## src/rtl/text_buffer_ctrl.sv

```systemverilog
`default_nettype none
// ============================================================================
// Module      : text_buffer_ctrl
// Description : 64-cell (4 rows x 16 columns) character buffer for the text
//               engine. Serves registered per-character reads and sequences
//               writes decoded from the UART byte stream (printable codes,
//               CR, LF, BS, FF/clear and one-row scroll).
// Ports       : clk, rst            - clock, asynchronous active-high reset
//               uartByteReady       - received byte valid (level, may be long)
//               uartDataIn[7:0]     - received byte
//               charAddress[5:0]    - engine read address {row[1:0], col[3:0]}
//               charOutput[7:0]     - registered buffer contents at charAddress
//               cursorPos[5:0]      - next write cell
//               busy                - clear or scroll sequence in progress
//               overrun             - sticky: a pending byte was overwritten
// Revision    : 1.0 - initial release
// ============================================================================
module text_buffer_ctrl #(
    parameter bit         SCROLL_EN  = 1'b1,
    parameter logic [7:0] BLANK_CHAR = 8'h20
) (
    input  logic       clk,
    input  logic       rst,
    input  logic       uartByteReady,
    input  logic [7:0] uartDataIn,
    input  logic [5:0] charAddress,
    output logic [7:0] charOutput,
    output logic [5:0] cursorPos,
    output logic       busy,
    output logic       overrun
);

    localparam logic [1:0] c_ST_CLEAR       = 2'd0;
    localparam logic [1:0] c_ST_IDLE        = 2'd1;
    localparam logic [1:0] c_ST_SCROLL_COPY = 2'd2;
    localparam logic [1:0] c_ST_SCROLL_FILL = 2'd3;

    localparam logic [7:0] c_CODE_BS = 8'h08;
    localparam logic [7:0] c_CODE_LF = 8'h0A;
    localparam logic [7:0] c_CODE_FF = 8'h0C;
    localparam logic [7:0] c_CODE_CR = 8'h0D;

    logic [1:0] r_state;
    logic [5:0] r_idx;
    logic       r_pending;
    logic       r_byteReadyD;
    logic [7:0] r_data;
    logic [7:0] r_mem [0:63];

    logic       w_edge;
    logic       w_consume;
    logic       w_printable;
    logic [1:0] w_row;
    logic [5:0] w_copySrc;
    logic       w_we;
    logic [5:0] w_waddr;
    logic [7:0] w_wdata;

    assign w_edge      = uartByteReady & ~r_byteReadyD;
    assign w_consume   = (r_state == c_ST_IDLE) & r_pending;
    assign w_printable = (r_data >= 8'h20) && (r_data <= 8'h7E);
    assign w_row       = cursorPos[5:4];
    assign w_copySrc   = r_idx + 6'd16;
    assign busy        = (r_state != c_ST_IDLE);

    // Single write port shared by the clear/scroll sequencers and the decoder.
    always_comb begin
        w_we    = 1'b0;
        w_waddr = r_idx;
        w_wdata = BLANK_CHAR;
        case (r_state)
            c_ST_CLEAR:       w_we = 1'b1;
            c_ST_SCROLL_COPY: begin
                w_we    = 1'b1;
                w_wdata = r_mem[w_copySrc];
            end
            c_ST_SCROLL_FILL: w_we = 1'b1;
            default: begin
                if (w_consume) begin
                    if (w_printable) begin
                        w_we    = 1'b1;
                        w_waddr = cursorPos;
                        w_wdata = r_data;
                    end else if ((r_data == c_CODE_BS) && (cursorPos != 6'd0)) begin
                        w_we    = 1'b1;
                        w_waddr = cursorPos - 6'd1;
                    end
                end
            end
        endcase
    end

    // Buffer storage is deliberately not reset; the CLEAR sequence initialises it.
    always_ff @(posedge clk) begin
        if (w_we) begin
            r_mem[w_waddr] <= w_wdata;
        end
    end

    always_ff @(posedge clk or posedge rst) begin
        if (rst) begin
            r_state      <= c_ST_CLEAR;
            r_idx        <= 6'd0;
            cursorPos    <= 6'd0;
            r_pending    <= 1'b0;
            r_byteReadyD <= 1'b0;
            r_data       <= 8'h00;
            overrun      <= 1'b0;
            charOutput   <= 8'h00;
        end else begin
            r_byteReadyD <= uartByteReady;
            // Read sees the pre-write contents when addresses collide.
            charOutput   <= r_mem[charAddress];

            // A new edge always wins over consumption; it is only an overrun
            // if the older byte is not being consumed on this same clock.
            if (w_edge) begin
                r_pending <= 1'b1;
                r_data    <= uartDataIn;
                if (r_pending && !w_consume) begin
                    overrun <= 1'b1;
                end
            end else if (w_consume) begin
                r_pending <= 1'b0;
            end

            case (r_state)
                c_ST_CLEAR: begin
                    if (r_idx == 6'd63) begin
                        r_idx     <= 6'd0;
                        cursorPos <= 6'd0;
                        r_state   <= c_ST_IDLE;
                    end else begin
                        r_idx <= r_idx + 6'd1;
                    end
                end
                c_ST_SCROLL_COPY: begin
                    if (r_idx == 6'd47) begin
                        r_state <= c_ST_SCROLL_FILL;
                    end
                    r_idx <= r_idx + 6'd1;
                end
                c_ST_SCROLL_FILL: begin
                    if (r_idx == 6'd63) begin
                        r_idx   <= 6'd0;
                        r_state <= c_ST_IDLE;
                    end else begin
                        r_idx <= r_idx + 6'd1;
                    end
                end
                default: begin
                    if (w_consume) begin
                        if (w_printable) begin
                            if (cursorPos != 6'd63) begin
                                cursorPos <= cursorPos + 6'd1;
                            end else if (SCROLL_EN) begin
                                r_state   <= c_ST_SCROLL_COPY;
                                r_idx     <= 6'd0;
                                cursorPos <= 6'd48;
                            end else begin
                                cursorPos <= 6'd0;
                            end
                        end else begin
                            case (r_data)
                                c_CODE_LF: begin
                                    if (w_row != 2'd3) begin
                                        cursorPos <= {w_row + 2'd1, 4'd0};
                                    end else if (SCROLL_EN) begin
                                        r_state   <= c_ST_SCROLL_COPY;
                                        r_idx     <= 6'd0;
                                        cursorPos <= 6'd48;
                                    end else begin
                                        cursorPos <= 6'd0;
                                    end
                                end
                                c_CODE_CR: cursorPos <= {w_row, 4'd0};
                                c_CODE_BS: begin
                                    if (cursorPos != 6'd0) begin
                                        cursorPos <= cursorPos - 6'd1;
                                    end
                                end
                                c_CODE_FF: begin
                                    r_state <= c_ST_CLEAR;
                                    r_idx   <= 6'd0;
                                end
                                default: ;
                            endcase
                        end
                    end
                end
            endcase
        end
    end

endmodule
`default_nettype wire

```

## config.mk

```make
export PLATFORM = sky130hd
export DESIGN_NAME = text_buffer_ctrl
export DESIGN_NICKNAME = d
export VERILOG_FILES = /design/src/rtl/text_buffer_ctrl.sv
export SDC_FILE = /design/constraint.sdc
export NUM_CORES = 1
export LEC_CHECK = 0
export CORE_MARGIN = 1.5
export CORE_UTILIZATION = 54
export CTS_BUF_LIST = sky130_fd_sc_hd__clkbuf_16
export CTS_CLUSTER_SIZE = 24
export DETAILED_ROUTE_END_ITERATION = 16
export GPL_ROUTABILITY_DRIVEN = 0
export PLACE_DENSITY = 0.71
export SYNTH_ARGS = -nofsm -noshare
export SYNTH_HDL_FRONTEND = slang
export SYNTH_SLANG_ARGS = --single-unit
```

## constraint.sdc

```tcl
create_clock -name clk -period 12.8 [get_ports clk]
set_clock_uncertainty 0.1 [all_clocks]
set_input_delay 2.56 -clock clk [delete_from_list [all_inputs] [get_ports clk]]
set_output_delay 2.56 -clock clk [all_outputs]
set_load 0.02 [all_outputs]
```

---- Yosys cells after proc, flatten, opt, wreduce, memory -nomap -nowiden ----
Memories as Yosys holds them, arrays and structs flattened. A register that Yosys moved wholly into a read port is not among the register bits.
Index checks and enable logic that the tools add are counted.
storage, ports and cells
  register bits after elaboration ......... 25
  latch bits .............................. 0
  bits in writable memories ............... 512
  bits in read-only memories .............. 0
  input port bits ......................... 17
  output and inout port bits .............. 16
  memories kept ........................... 1
memories
  memory  depth  bits a word  read ports  clocked after Yosys merged registers in  write ports  RTL line  source
  r_mem   64     8            2           1                                        1            48        logic [7:0] r_mem [0:63];
cells by class
  add/subtract/negate cells ............... 5
  $mul .................................... 0
  divide/modulo/power cells ............... 0
  $lt $le $gt $ge ......................... 2
  equal/unequal tests ..................... 19
  shift-type cells ........................ 0
  mux-type cells .......................... 38
  bitwise logic cells ..................... 4
  reductions and logical operators ........ 20
operators by type and width
  operator             number
  $mux 6               15
  $pmux 6 s2           3
  $eq 8x4->1 const B   4
  $pmux 6 s3           1
  $mux 8               2
  $pmux 8 s2           1
  $add 6x1->6 const B  2
  $eq 6x6->1 const B   2
  $mux 2               6
  $reduce_and 6->1     2
  $reduce_bool 5->1    2
  $ge 8x6->1 const B   1
  $le 8x7->1 const B   1
  $mux 1               8
  $pmux 2 s2           2
  $add 6x5->6 const B  1
  $ne 2x2->1 const B   3
  $ne 6x6->1 const B   1
  $reduce_bool 6->1    1
  $sub 6x1->6 const B  1
  $ne 5x5->1 const B   1
  $reduce_and 5->1     1
  $eq 2x2->1 const B   2
  $ne 2x1->1 const B   2
  other kinds (17)     23

---- Logic depth before layout (Yosys ltp) ----
Gate-level depths: netlist of run 1.
  depth in word-level cells ............... 8
  gate-level depth with buffers ........... 11

---- Worst setup path after synthesis of run 1 ----
Ideal clock, no wire load.
  kind .................................... flip-flop to flip-flop
  start point ............................. register r_idx[4]
  end point ............................... memory r_mem[0][5], data pin
  setup time .............................. 0.702 ns
  arrival time ............................ 4.567 ns
  path slack .............................. 7.432 ns
  stages on the path, launching flop included .. 11
  buffers on the path ..................... 4
  period minus slack after synthesis ...... 5.368 ns
  path through ............................ dfrtp_1 clkbuf_1 inv_1 clkbuf_1 ha_1 clkbuf_1 inv_1 clkbuf_1 o311a_1 a21oi_1 o21ai_0
between the ends
  longest elaborated chain between the ends .. 3
RTL lines
  item                      RTL line  source
  start: declaration        44        logic [5:0] r_idx;
  start signal: assignment  134       r_idx <= r_idx + 6'd1;
  start signal: assignment  141       r_idx <= r_idx + 6'd1;
  start signal: assignment  148       r_idx <= r_idx + 6'd1;
  $add 6x5->6               63        assign w_copySrc = r_idx + 6'd16;
  $mem_v2 64x8              --
  $pmux 8 s2                71        case (r_state)
  via w_wdata[5]            57        logic [7:0] w_wdata;
  end: declaration          48
The timed path passes the listed nets, and every way through them passes these cells.

---- Final worst setup path of run 1 ----
  start point ............................. register r_idx[0]
  end point ............................... memory r_mem[27][3], data pin
The elaborated chain is that of the path after synthesis.

==> results of run 1 <==
==> power breakdown <==
part | internal (mW) | switching (mW) | total, mW
logic | 0.0402 | 0.0595 | 0.0997
clock network | 0.965 | 0.687 | 1.65
registers | 1.92 | 0.0124 | 1.94
total | 2.93 | 0.759 | 3.69
==> how the worst min path moves through the flow <==
stage | slack [ns] | end
6_report | 0.37 | overrun
5_1_grt | 0.39 | overrun
4_1_cts | 0.37 | overrun
3_5_place_dp | 0.35 | overrun
3_3_place_gp | 0.36 | overrun
2_1_floorplan | 0.42 | r_data[3]
==> cell families after synthesis <==
family	count (synthesis)
fa+ha+maj	11
compound gates	204
mux	337
xor+xnor	2
buf+inv	121
simple gates	246
flops	545
==> area by class of cell <==
class                      instances  area (um2)  share of cell area, %
timing repair buffer              57         520                   1.80
multi-input combinational        800        9530                   32.9
antenna                            1        2.50                0.00865
tap                              615         769                   2.66
inverter                          15        56.3                  0.195
clock inverter                    44         415                   1.44
sequential                       545       16200                   56.0
clock buffer                      57        1430                   4.93
==> cells in the mapped netlist, types with 10 or more instances <==
library cell / instances
a21oi_1: 40
a221oi_1: 13
a22oi_1: 29
a31oi_1: 11
buf_1: 10
buf_2: 30
buf_4: 17
clkbuf_1: 49
dfrtp_1: 33
edfxtp_1: 512
ha_1: 11
inv_1: 12
mux2_2: 10
mux2i_1: 60
mux4_2: 267
nand2_1: 45
nand3_1: 21
nand4_1: 10
nor2_1: 105
nor3_1: 13
o21ai_0: 31
o221ai_1: 11
o22ai_1: 13
==> metal layers <==
metal | share of wire (%) | up-vias
met4 | 4.6 | 2
met3 | 11 | 195
li1 | - | 6229
met1 | 36 | 8166
met2 | 48 | 1124
met5 | 0.018 | -
==> flip-flops by register name (all words and copies together) (netlist names) <==
signal	count
cursorPos	6
r_pending	1
r_byteReadyD	1
charOutput	8
overrun	1
r_data	8
r_state	2
r_mem	512
r_idx	6
==> per-stage QoR <==
stage / instances / power [mW] / setup WS [ns] / cell area, um2 / util [%]
final: 2134 / 3.69 / 7.36 / 28900 / 60.5
after global routing: 2133 / 3.77 / 7.04 / 28900 / 60.5
after CTS: 2133 / 3.70 / 7.39 / 28900 / 60.5
after detailed placement: 2032 / 2.07 / 6.75 / 27100 / 56.6
after global placement: 2032 / 2.07 / 6.71 / 27100 / 56.6
after floorplan: 1466 / 2.04 / 7.43 / 26200 / -
==> worst max-delay path: stages (launching register included) <==
cell and delay [ns]:
dfrtp_4 0.85, buf_12 0.62, buf_4 0.80, mux4_2 0.61, mux2_2 0.32, o21ai_0 0.18
a22oi_1 0.21, o221ai_1 0.33, nand2_2 0.72
==> impl_metrics.yaml, run 1 <==
logic_synthesis:
  synth-seq-cells: 545
  ys.flop_type: "edfxtp_1"
  synthMuxAreaShare_pct: 25.7
  ys_top_cells_by_area: "edfxtp_1 (59%), mux4_2 (23%), dfrtp_1 (3.2%), mux2i_1 (2.3%), nor2_1 (1.5%)"
  synthAdderAreaFrac_pct: 0.525
  yosysSeqAreaShare_pct: 61.8
  synth.avg_cell_area_um2: 17.9
  syn_area_um2: 26200
  synthesis.nets: 1494
  async_flop_share_pct: 6.06
  post-synth-top-area-cell: "edfxtp_1"
  synth_top_family_by_area: "multiplexers"
  synth_compound_area_share_pct: 5.39
  netlist.area_leader.share_pct: 58.7
  synth_cells: 1466
  yosysUniqueCellTypes: 68
  ys_warn_count: 0
  synth_enable_flop_cells: 512
  yosys.area_share.simple_pct: 4.43
  synth-xor-area-share_pct: 0.0668
layout:
  layout-drive-gt1-share_pct: 27.5
  syn_to_final_growth_pct: 10.4
  nets: 1501
  layout_common_cells: "edfxtp_1 (512), mux4_2 (267), nor2_1 (105), mux2i_1 (60), clkbuf_16 (57)"
  fillers: 3398
  layout_commonest_cell: "edfxtp_1"
grt:
  use_met1_pct: 40.6
  use_met2_pct: 47.2
  antenna_found_initial: 2
  grt-busiest-layer: "met2"
  grt_pass1_vias: 15401
  met3_usage_pct: 7.01
  grt.total_usage_pct: 30.0
  grt_pass1_wl_mm: 106
  overflow: 0
  grt_max_degree: 84
die:
  die_h_um: 223
  ios: 33
  die_area_um2: 49900
  rows: 80
  start_util_pct: 54.8
  coreArea_um2: 47800
  die_w_um: 223
clocking:
  cts_hold_buf: 0
  cts.htree.levels: 2
  cts.clk_slew.worst_paths_ns: 0.06
  clockBufferDepth: 3
  cts_setup_buffers: 0
  cts_resized: 0
  cts_buffers: 54
  clkSinkCount: 545
  cts_tree: "yes"
  clk_latency_ns: 0.61
  cts-root-buf: "clkbuf_16"
route:
  via_per_inst: 7.36
  drtAntennaViolNets: 0
  wl_per_cell_um: 34.4
  vias: 15716
  first_pass_iters: 6
  drc_errors: 0
  totalWireLength_mm: 73.4
  drt-initial-drc-count: 2378
sta:
  slew_headroom_pct: 13.7
  max_freq_mhz: 184
  slew_viol_final: 0
  hold_viol: 0
  tightest_slew_ns: 1.29
  rsz0062_at_grt: "false"
  finalSetupTns_ns: 0
  fin_crit_ns: 5.44
  whs_ns: 0.365
  setup_viol: 0
  period_share_pct: 42.5
critical_path:
  worstReg2RegStart: "r_idx[0]"
  cp-start-kind: "flip-flop"
  worstReg2RegEnd: "r_mem[27][3]"
  crit_start: "r_idx[0]"
  path_max_fanout: 83
  rrSetupSlack_ns: 7.36
  cp.required_ns: 12.75
  crit_end: "r_mem[27][3]"
  cp-end-kind: "flip-flop"
  worstSetupPathType: "flip-flop to flip-flop"
  rr_worst_depth: 8
  cp.arrival_ns: 5.39
place:
  post-dp-hpwl_mm: 46.6
  port_buffers: 32
hold_path:
  hold_depth: 1
  worstHoldStart: "overrun"
  hp-class: "flip-flop to flip-flop"
power_and_ir_drop:
  p_per_area_nw_per_um2: 128
  vdd_drop_max_mv: 0.0955
  p_leak_nw: 7.99
run_status:
  status: "finished clean"
flow_run:
  drv_cap: 0
Power figures use the tool's default switching activity.
==> run 2, diff against run 1 <==
--- a/config.mk
+++ b/config.mk
@@ -11,7 +11,7 @@
 export CTS_CLUSTER_SIZE = 24
 export DETAILED_ROUTE_END_ITERATION = 16
 export GPL_ROUTABILITY_DRIVEN = 0
-export PLACE_DENSITY = 0.71
+export PLACE_DENSITY = 0.74
 export SYNTH_ARGS = -nofsm -noshare
 export SYNTH_HDL_FRONTEND = slang
 export SYNTH_SLANG_ARGS = --single-unit
==> constraint.sdc (replaced) <==
create_clock -name clk -period 5 [get_ports clk]
set_clock_uncertainty 0.1 [all_clocks]
set_input_delay 1 -clock clk [delete_from_list [all_inputs] [get_ports clk]]
set_output_delay 1 -clock clk [all_outputs]
set_load 0.02 [all_outputs]
==> impl_metrics.yaml, run 2 (synthesis results as in run 1) <==
run_status:
  status: "finished clean"
critical_path:
  worstPathCellList: "buf_12, mux4_2, a22oi_1, a21oi_1, a2111oi_0, o21ai_4, buf_4"
  cp.arrival_ns: 4.40
  path_max_fanout: 48
  cp.required_ns: 5.17
  slowest_delay_ns: 0.97
  critPathTopFamily: "compound AO/OA/AOI/OAI gates"
  worstSetupPathType: "flip-flop to flip-flop"
  rrSetupSlack_ns: 0.77
  critical-path-slowest-cell: "a2111oi_0"
  cp-start-kind: "flip-flop"
  cp-end-kind: "flip-flop"
  crit_buf_inv: 2
power_and_ir_drop:
  p_clk_share_pct: 42.2
  power_frac_seq_pct: 54.9
  p_leak_nw: 8.26
  vdd_drop_max_mv: 0.237
  power_mw: 9.02
  p_sw_share_pct: 20.5
  p_per_area_nw_per_um2: 308
  pwr-share-comb_pct: 2.9
  p_int_mw: 7.16
  p_switching_mw: 1.85
grt:
  grt_pass1_wl_mm: 104
  antenna_found_initial: 0
  grt_pass1_vias: 15395
  grt.total_usage_pct: 28.9
  overflow: 0
  grt_max_degree: 65
clocking:
  cts_resized: 0
  cts.htree.levels: 2
  cts_tree: "yes"
  clk_latency_ns: 0.61
  cts-root-buf: "clkbuf_16"
  cts_hold_buf: 0
  clkSinkCount: 545
  cts_buffers: 53
  cts_setup_buffers: 0
  clockBufferDepth: 3
  cts.clk_slew.worst_paths_ns: 0.06
sta:
  rsz0062_at_grt: "false"
  hold_viol: 0
  tightest_slew_ns: 1.22
  layout_setup_ws_ns: 0.768
  slew_headroom_pct: 18.3
  setup_viol: 0
  finalSetupTns_ns: 0
  max_freq_mhz: 236
  fin_crit_ns: 4.23
  slew_viol_final: 0
  period_share_pct: 84.6
route:
  drtAntennaViolNets: 0
  first_pass_iters: 5
  wl_per_cell_um: 32.3
  via_per_inst: 7.19
  drc_errors: 0
  vias: 15695
  drt-initial-drc-count: 2569
  totalWireLength_mm: 70.5
layout:
  layout-drive-gt1-share_pct: 29.0
  regMostFlops: "r_mem"
  stdcell_area_um2: 29300
  insertedDiodeCount: 0
  layout_commonest_cell: "edfxtp_1"
  reg.largest.list: "r_mem: 512 flops, charOutput: 8 flops, r_data: 8 flops"
  layout_common_cells: "edfxtp_1 (512), mux4_2 (267), nor2_1 (105), buf_4 (72), mux2i_1 (60)"
  largest_reg_flops: 512
  syn_to_final_growth_pct: 11.6
  nets: 1557
place:
  dp_slack_ns: 0.850
  post-dp-hpwl_mm: 46.9
  port_buffers: 32
  dpl_cell_area_um2: 27600
hold_path:
  hp-class: "flip-flop to flip-flop"
flow_run:
  drv_cap: 0
die:
  die_area_um2: 49900
  die_h_um: 223
  coreArea_um2: 47800
  rows: 80
  ios: 33
  die_w_um: 223
  start_util_pct: 54.8
[run 2: per-layer routing]
layer	routed length [um]	global-route usage (%)
met1	27000	41.5
met2	32800	44.0
met5	0	0
met4	2720	10.5
met3	8020	6.52
[run 2: area by class of cell]
class / instances / area (um2)
clock buffer: 55 / 1380
timing repair buffer: 114 / 1060
multi-input combinational: 800 / 9530
clock inverter: 40 / 251
fill: 3344 / 18600
tap: 615 / 769
sequential: 545 / 16200
inverter: 15 / 56.3
[run 2: path summary, 6_finish.rpt]
check                      startpoint       endpoint  cells past startpoint
min                           overrun        overrun                      1
min in group asynchronous         rst  charOutput[7]                      3
max                          r_idx[0]   r_mem[58][4]                      7
max in group asynchronous         rst       r_idx[0]                      3
min reg2reg                   overrun        overrun                      1
max reg2reg                  r_idx[0]   r_mem[58][4]                      7
[run 2: through the flow]
stage               hold WS, ns  instances  utilization, %
floorplan                 0.424       1466               -
global placement          0.353       2089            57.7
detailed placement        0.370       2089            57.7
CTS                       0.374       2184            61.1
global route              0.392       2184            61.1
finish                    0.370       2184            61.1
[run 2: power groups by stage]
stage | logic [mW] | registers (mW) | clock network, mW
4_1_cts | 0.265 | 4.95 | 3.82
3_3_place_gp | 0.260 | 5.05 | 0
6_report | 0.265 | 4.95 | 3.80
2_1_floorplan | 0.185 | 5.04 | 0
5_1_grt | 0.282 | 4.95 | 3.98
3_5_place_dp | 0.264 | 5.05 | 0
